**src/rtl/instr_fetch_unit.sv**
```systemverilog
// Instruction fetch stage: sequential PC generation, fixed one-cycle-latency imem reads,
// a prefetch FIFO of {word, pc}, and a valid/ready handoff to decode with branch/jump redirect.
module instr_fetch_unit #(
  parameter int          DEPTH    = 4,
  parameter logic [31:0] RESET_PC = 32'h0000_0000
) (
  input  logic        clk,
  input  logic        rst_n,
  output logic        imem_req,
  output logic [31:0] imem_addr,
  input  logic [31:0] imem_rdata,
  input  logic        flush,
  input  logic [31:0] flush_pc,
  output logic        instr_valid,
  input  logic        instr_ready,
  output logic [31:0] instr,
  output logic [31:0] instr_pc,
  output logic [5:0]  opcode,
  output logic [5:0]  func
);

  localparam int PW = $clog2(DEPTH);
  localparam logic [PW-1:0] PTR_ONE   = PW'(1);
  localparam logic [PW:0]   CNT_ONE   = (PW + 1)'(1);
  localparam logic [PW+1:0] DEPTH_OCC = (PW + 2)'(DEPTH);

  logic [31:0]   pc;
  logic [31:0]   req_pc;
  logic          run;
  logic          inflight;
  logic          drop;
  logic [PW-1:0] rd_ptr;
  logic [PW-1:0] wr_ptr;
  logic [PW:0]   count;
  logic [PW+1:0] occupancy;
  logic          push;
  logic          pop;

  logic [31:0] word_mem [DEPTH];
  logic [31:0] pc_mem   [DEPTH];

  // Slots already promised to an outstanding request count as used, so a push never overflows.
  assign occupancy = {1'b0, count} + {{(PW + 1){1'b0}}, inflight};
  assign imem_req  = run & ~flush & (occupancy < DEPTH_OCC);
  assign imem_addr = pc;

  assign instr_valid = (count != '0);
  assign pop         = instr_valid & instr_ready;
  assign push        = inflight & ~drop & ~flush;

  assign instr    = instr_valid ? word_mem[rd_ptr] : 32'h0;
  assign instr_pc = instr_valid ? pc_mem[rd_ptr]   : 32'h0;
  assign opcode   = instr[31:26];
  assign func     = instr[5:0];

  // NOTE: sequential state uses non-blocking assignments so every register samples pre-edge values.
  always_ff @(posedge clk or negedge rst_n) begin
    if (!rst_n) begin
      pc       <= RESET_PC;
      req_pc   <= RESET_PC;
      run      <= 1'b0;
      inflight <= 1'b0;
      drop     <= 1'b0;
      rd_ptr   <= '0;
      wr_ptr   <= '0;
      count    <= '0;
    end else begin
      run <= 1'b1;
      if (flush) begin
        // Redirect wins over everything; the pending response is marked for discard.
        pc       <= flush_pc & 32'hFFFF_FFFC;
        inflight <= 1'b0;
        drop     <= inflight;
        rd_ptr   <= '0;
        wr_ptr   <= '0;
        count    <= '0;
      end else begin
        drop <= 1'b0;
        if (imem_req) begin
          pc       <= pc + 32'd4;
          req_pc   <= pc;
          inflight <= 1'b1;
        end else begin
          inflight <= 1'b0;
        end
        if (push) wr_ptr <= wr_ptr + PTR_ONE;
        if (pop)  rd_ptr <= rd_ptr + PTR_ONE;
        case ({push, pop})
          2'b10:   count <= count + CNT_ONE;
          2'b01:   count <= count - CNT_ONE;
          default: count <= count;
        endcase
      end
    end
  end

  // NOTE: the storage array has no reset; its contents are only observed through a nonzero count.
  always_ff @(posedge clk) begin
    if (push) begin
      word_mem[wr_ptr] <= imem_rdata;
      pc_mem[wr_ptr]   <= req_pc;
    end
  end

endmodule
```
**config.mk**
```make
export PLATFORM = sky130hd
export DESIGN_NAME = instr_fetch_unit
export DESIGN_NICKNAME = d
export VERILOG_FILES = /design/src/rtl/instr_fetch_unit.sv
export SDC_FILE = /design/constraint.sdc
export NUM_CORES = 1
export LEC_CHECK = 0
export BUFFER_PORTS_ARGS = -buffer_cell sky130_fd_sc_hd__buf_2
export CORE_MARGIN = 1.5
export CORE_UTILIZATION = 45
export CTS_CLUSTER_SIZE = 25
export DETAILED_ROUTE_END_ITERATION = 8
export GPL_TIMING_DRIVEN = 0
export PLACE_DENSITY_LB_ADDON = 0.12
export REMOVE_ABC_BUFFERS = 1
export SLEW_MARGIN = 20
export SYNTH_ARGS = -nofsm -noshare
export SYNTH_HDL_FRONTEND = slang
export SYNTH_SLANG_ARGS = --single-unit
```
**constraint.sdc**
```tcl
create_clock -name clk -period 7.09 [get_ports clk]
set_input_delay 1.0635 -clock clk [delete_from_list [all_inputs] [get_ports clk]]
set_output_delay 1.0635 -clock clk [all_outputs]
set_load 0.01 [all_outputs]
```
==> impl_metrics.env, run 1 <==
export IMPL_yosys_area_top_type="edfxtp_1"
export IMPL_cts_tree="done"
export IMPL_critPathKind="input pin to output port"
export IMPL_hp_class="input pin to asynchronous set/reset pin"
export IMPL_yosys_top_cells_count="edfxtp_1 (248), nand2_1 (120), dfrtp_1 (70), and2_1 (69), mux4_2 (62)"
export IMPL_synth_warnings=0
export IMPL_period_minus_slack_ps=4100
export IMPL_drive_gt1_share_pct=31.1
export IMPL_grt_pass1_wl_mm=41.5
export IMPL_synthMostInstantiatedCell="edfxtp_1"
export IMPL_synth_top_cells_by_area="edfxtp_1 (58%), dfrtp_1 (14%), mux4_2 (11%), nand2_1 (3.5%), and2_1 (3.3%)"
export IMPL_yosysSeqAreaShare_pct=71.2
export IMPL_post_cts_setup_buffers=0
export IMPL_syn_inst=799
export IMPL_cts_sinks=318
export IMPL_syn_area_um2=12900
export IMPL_crit_chain="buf_2 -> nor2_1 -> nand3_4 -> inv_2 -> buf_2"
export IMPL_clk_pin_slew_worst_paths_ps=60
export IMPL_crit_top_cell="buf_2"
export IMPL_antenna_found_initial=0
export IMPL_slew_headroom_pct=34.3
export IMPL_clock_skew_ps=15.6
export IMPL_fmax_mhz=244
export IMPL_core_area_um2=28000
export IMPL_cap_violations=0
export IMPL_grt_util_all_layers_pct=18.6
export IMPL_finalCoreUtilization_pct=55.0
export IMPL_grt_max_degree=52
export IMPL_start_util_pct=46.1
export IMPL_hold_viol_final=0
export IMPL_viasPerCell=5.31
export IMPL_crit_path_end_kind="output port"
export IMPL_avgSynthCellArea_um2=16.2
export IMPL_tightest_slew_ps=985
export IMPL_clockRootBuffer="clkbuf_16"
export IMPL_critPathLaunchType="input pin"
export IMPL_place_congestion=0.726
export IMPL_synth_ff_type="edfxtp_1"
export IMPL_power_leakage_nw=5.79
export IMPL_dieArea_um2=29700
export IMPL_clk_insertion_delay_late_ps=500
export IMPL_die_y_um=172
export IMPL_setup_tns_ps=0
export IMPL_synthArstFlopShare_pct=22.0
export IMPL_io_buffers=171
export IMPL_cp_max_fo=51
export IMPL_min_period_over_period_pct=57.8
export IMPL_drt_initial_drc_count=376
export IMPL_cpPeakStageDelay_ps=700
export IMPL_synth_cell_types=49
export IMPL_critPathRequiredTime_ps=6030
export IMPL_grt_overflow=0
export IMPL_cp_arrival_ps=3040
export IMPL_yosysTopAreaCellShare_pct=57.6
export IMPL_grt_pass1_vias=7268
export IMPL_synthToLayoutAreaGrowth_pct=19.2
export IMPL_die_x_um=172
export IMPL_final_cells=1367
export IMPL_setup_viol=0
export IMPL_antenna_left=0
export IMPL_fin_nets=1038
export IMPL_numCtsBuffers=36
export IMPL_htreeDepth=2
export IMPL_vdd_drop_max_mv=0.175
export IMPL_dp_cells=1304
export IMPL_crit_slowest_cell="inv_2"
export IMPL_diodes=0
export IMPL_final_max_slew_viol_count=0
export IMPL_clock_path_buffers=3
export IMPL_vias=7259
export IMPL_drc=0
export IMPL_ys_ff_latch=318
export IMPL_drt_first_pass_iters=7
export IMPL_wl_mm=26.7
export IMPL_rsz0062_at_grt="false"
export IMPL_rows=61
export IMPL_place_hpwl_mm=15.9
export IMPL_wl_per_cell_um=19.6
export IMPL_powerDensity_nw_per_um2=343
export IMPL_pin_count=178
export IMPL_post_cts_resize_count=0
export IMPL_status="finished, final reports clean"
export IMPL_cts_hold_buffers=0
export IMPL_synth_edf_count=248
-- layer usage --
layer,up-vias,track usage (%),wire [um],share of wire [%]
met3,33,3.66,1470,5.5
met5,-,0,0,0
met4,0,4.46,405,1.5
li1,3352,-,-,-
met1,3656,26.1,11900,45
met2,218,30.0,13000,48
-- flip-flops by register name (all words and copies together) (netlist names) --
signal     count
pc_mem       120
run            1
count          3
rd_ptr         2
req_pc        30
inflight       1
imem_addr     30
wr_ptr         2
drop           1
word_mem     128
-- area by class of cell --
cell class | instances | area (um^2)
clock buffers | 49 | 991
clock inverters | 14 | 141
fillers | 2312 | 12600
inverters | 7 | 26.3
multi-input cells | 419 | 3450
flip-flops and latches | 318 | 9210
well taps | 378 | 473
repair buffers | 182 | 1110
-- kinds of logic (layout without fill, tap and decap cells) --
family	count (synthesis)	in the layout	share of synthesized area, %
flip-flops	318	318	71.2
AND/OR/NAND/NOR	274	274	10.7
multiplexers	67	67	11.2
buffers and inverters	65	252	2.45
AO/OA/AOI/OAI	60	60	3.26
XOR/XNOR	7	7	0.474
adder cells (fa/ha/maj)	6	6	0.639
other	2	5	0.0581
-- cells in the final DEF, fill, tap and decap left out, types with 6 or more instances in the layout --
cell type	synthesis	layout
a221o_1	6	6
mux4_2	62	62
buf_16	0	6
buf_2	10	170
nand4_1	9	9
and2_1	69	65
inv_1	6	6
o311ai_0	9	9
o21ai_0	19	19
edfxtp_1	248	248
nor2_1	22	21
clkbuf_16	0	37
nand2_1	120	120
clkbuf_1	29	10
dfrtp_1	70	68
nand3_1	20	19
-- report_power, final --
group          switching [mW]  internal (mW)  leakage [nW]
Clock                   0.687           1.08         0.552
Combinational           0.606          0.500          2.12
Sequential              0.171           2.24          3.12
-- critical path: cells and delay by family --
family	cells	cell delay, ps
buffers and inverters	3	1380
and+or+nand+nor	2	550
-- stage by stage --
step,power (mW),setup slack [ps],hold WS (ps),instance area [um^2]
floorplan,3.04,2630,471,12600
global placement,3.56,298,497,14000
detailed placement,3.59,2980,500,14300
CTS,5.38,2980,466,15400
global route,5.57,2820,471,15400
finish,5.29,2990,471,15400
-- final timing paths --
| path | cells past startpoint | start | to | slack, ps |
|---|---|---|---|---|
| hold reg to reg | 0 | req_pc[17] | pc_mem[3][17] | 510 |
| hold / removal | 1 | rst_n | imem_addr[25] | 470 |
| setup / recovery | 5 | flush | imem_req | 2990 |
| setup reg to reg | 6 | count[2] | imem_addr[24] | 4400 |
| min in group clk | 0 | req_pc[17] | pc_mem[3][17] | 510 |
| max in group asynchronous | 2 | rst_n | rd_ptr[1] | 6010 |
(Power assumes the default switching activity.)
==> inputs of run 2 (changes only) <==
ABC_AREA = 1   (was default)
clock period = 3.48 ns   (was 7.09 ns; I/O delays follow)
==> run 2 against run 1 <==
Compared with the run above:
- first-iteration DRC count grew 85%
- register-to-register slack worse by 3400 ps
- critical path depth is 2 higher
- utilization down 0.31 points
- clock skew up 1.4 ps
- design area grew 5.2%
- power increased by 74%
==> impl_metrics.env, run 2 <==
export IMPL_pwr_share_comb_pct=12.5
export IMPL_n_fill_cell=2610
export IMPL_final_cell_area_um2=16200
export IMPL_syn_inst=1271
export IMPL_synth_top_cells_by_area="edfxtp_1 (55%), dfrtp_1 (13%), nor2_1 (8.7%), o21ai_0 (5.9%), nand2_1 (4.0%)"
export IMPL_use_met1_pct=29.6
export IMPL_rows=63
export IMPL_wl_per_cell_um=17.6
export IMPL_synth_cell_types=36
export IMPL_place_congestion=0.852
export IMPL_drive_gt1_share_pct=19.1
export IMPL_period_minus_slack_ps=3270
export IMPL_met3_usage_pct=3.37
export IMPL_dpl_cell_area_um2=15000
export IMPL_power_share_sequential_pct=48.7
export IMPL_tightest_slew_ps=817
export IMPL_synthArstFlopShare_pct=22.0
export IMPL_yosys_top_cells_count="nor2_1 (315), edfxtp_1 (248), o21ai_0 (161), nand2_1 (144), dfrtp_1 (70)"
export IMPL_avgSynthCellArea_um2=10.7
export IMPL_clkPwrFrac_pct=38.8
export IMPL_powerDensity_nw_per_um2=569
export IMPL_clock_path_buffers=3
export IMPL_die_y_um=177
export IMPL_grt_pass1_vias=8914
export IMPL_dieArea_um2=31200
export IMPL_vdd_drop_max_mv=0.433
export IMPL_regArea_um2=9210
export IMPL_cp_max_fo=86
export IMPL_fmax_mhz=305
export IMPL_synthToLayoutAreaGrowth_pct=19.4
export IMPL_slew_headroom_pct=45.5
export IMPL_p_int_mw=6.87
export IMPL_grt_util_all_layers_pct=21.0
export IMPL_io_buffers=171
export IMPL_grt_busiest_layer="met2"
export IMPL_worstRegToRegCells=5
export IMPL_synthMostInstantiatedCell="nor2_1"
export IMPL_hold_viol_final=0
export IMPL_viasPerCell=5.16
export IMPL_yosysSeqAreaShare_pct=67.8
export IMPL_finalPower_mw=9.23
export IMPL_yosys_area_top_type="edfxtp_1"
export IMPL_synth_edf_count=248
export IMPL_clk_insertion_delay_late_ps=520
export IMPL_diodes=0
export IMPL_final_cells=1842
export IMPL_synth_warnings=0
export IMPL_start_util_pct=45.8
export IMPL_numCtsBuffers=35
export IMPL_final_max_slew_viol_count=0
export IMPL_dp_cells=1777
export IMPL_setup_viol=0
export IMPL_largestRegisters="word_mem (128), pc_mem (120)"
export IMPL_drt_first_pass_iters=5
export IMPL_die_x_um=177
export IMPL_top_register="word_mem"
export IMPL_final_common_cell="nor2_1"
export IMPL_core_area_um2=29600
export IMPL_synth_ff_type="edfxtp_1"
export IMPL_wl_mm=32.4
export IMPL_hp_class="input pin to register"
export IMPL_cts_tree="done"
export IMPL_cts_sinks=318
export IMPL_ys_ff_latch=318
export IMPL_fin_nets=1500
export IMPL_grt_met2_usage_pct=34.5
export IMPL_place_hpwl_mm=20.0
export IMPL_grt_overflow=0
export IMPL_drc=0
export IMPL_power_leakage_nw=6.42
export IMPL_cap_violations=0
export IMPL_multiInputGateArea_um2=3720
export IMPL_rsz0062_at_grt="false"
export IMPL_holdPathStages=1
export IMPL_htreeDepth=2
export IMPL_largest_reg_flops=128
export IMPL_grt_pass1_wl_mm=50.0
export IMPL_switching_power_mw=2.35
export IMPL_grt_max_degree=87
export IMPL_critPathRequiredTime_ps=2960
export IMPL_antenna_left=0
export IMPL_clock_skew_ps=17.0
export IMPL_antenna_found_initial=0
export IMPL_yosysTopAreaCellShare_pct=54.9
export IMPL_pin_count=178
export IMPL_whs_ps=219
export IMPL_min_period_over_period_pct=94.1
export IMPL_status="finished, final reports clean"
export IMPL_cp_arrival_ps=2750
export IMPL_switching_share_pct=25.5
export IMPL_vias=9503
export IMPL_clockRootBuffer="clkbuf_16"
export IMPL_clk_pin_slew_worst_paths_ps=60
export IMPL_critPathKind="register to output port"
export IMPL_layout_common_cells="nor2_1 (311), edfxtp_1 (248), buf_2 (170), o21ai_0 (161), nand2_1 (144)"
export IMPL_critPathLaunchType="register"
export IMPL_crit_path_end_kind="output port"
export IMPL_drt_initial_drc_count=695
export IMPL_syn_area_um2=13600
[run 2: area by class of cell]
cell class | instances | area share [%]
clock buffer | 51 | 6.21
inverter | 68 | 1.68
multi-input combinational | 809 | 23.0
timing repair buffer | 194 | 8.55
sequential | 318 | 56.8
tap | 390 | 3.01
clock inverter | 12 | 0.765
[run 2: power groups by stage]
stage / Sequential, mW / Clock [mW] / Combinational, mW
2_1_floorplan: 4.56 / 0 / 0.573
3_3_place_gp: 4.62 / 0 / 1.04
3_5_place_dp: 4.57 / 0 / 1.16
4_1_cts: 4.49 / 3.66 / 1.18
5_1_grt: 4.51 / 3.80 / 1.30
6_report: 4.49 / 3.58 / 1.16
[run 2: final timing paths]
kind	startpoint	end	slack, ps
max	rd_ptr[0]	func[0]	210
min	imem_rdata[18]	word_mem[3][18]	220
max reg2reg	count[1]	imem_addr[16]	1010
min reg2reg	req_pc[19]	pc_mem[1][19]	510
max in group asynchronous	rst_n	rd_ptr[1]	2410
min in group asynchronous	rst_n	req_pc[30]	480
[run 2: kinds of logic after synthesis]
| family | synth area share, % |
|---|---|
| other | 0.0554 |
| buffers and inverters | 5.07 |
| and+or+nand+nor | 17.0 |
| xor gates and xnor gates | 0.194 |
| AOI/OAI and AO/OA | 9.22 |
| DFF | 67.8 |
| adders and majority gates | 0.609 |
[run 2: metrics by stage]
| step | utilization [%] | TNS, ps | worst slack (ps) |
|---|---|---|---|
| 2_1_floorplan | - | -194910 | -1400 |
| 3_3_place_gp | 48.9 | -1218470 | -4690 |
| 3_5_place_dp | 50.8 | 0 | 145 |
| 4_1_cts | 54.6 | 0 | 30.6 |
| 5_1_grt | 54.7 | 0 | 41.9 |
| 6_report | 54.7 | 0 | 206 |
[run 2: worst max-delay path: stages (launching register included)]
cell and delay, ps:
dfrtp_4 600, buf_12 230, buf_16 230, inv_8 220, buf_16 300, o21ai_0 180
a21oi_1 230, buf_2 170
[run 2: what timing repair did]
action,in CTS,in global routing
setup buffers,1,0
resized for setup,0,3
hold buffers,1,0
setup endpoints to repair,36,49
hold endpoints to repair,27,0
pin swaps,0,0
[run 2: routing by layer]
metal  vias up  routed length, um
met2       273              15400
met5         -                  0
met3        37               1870
met4         0                513
met1      4565              14600
li1       4628                  -
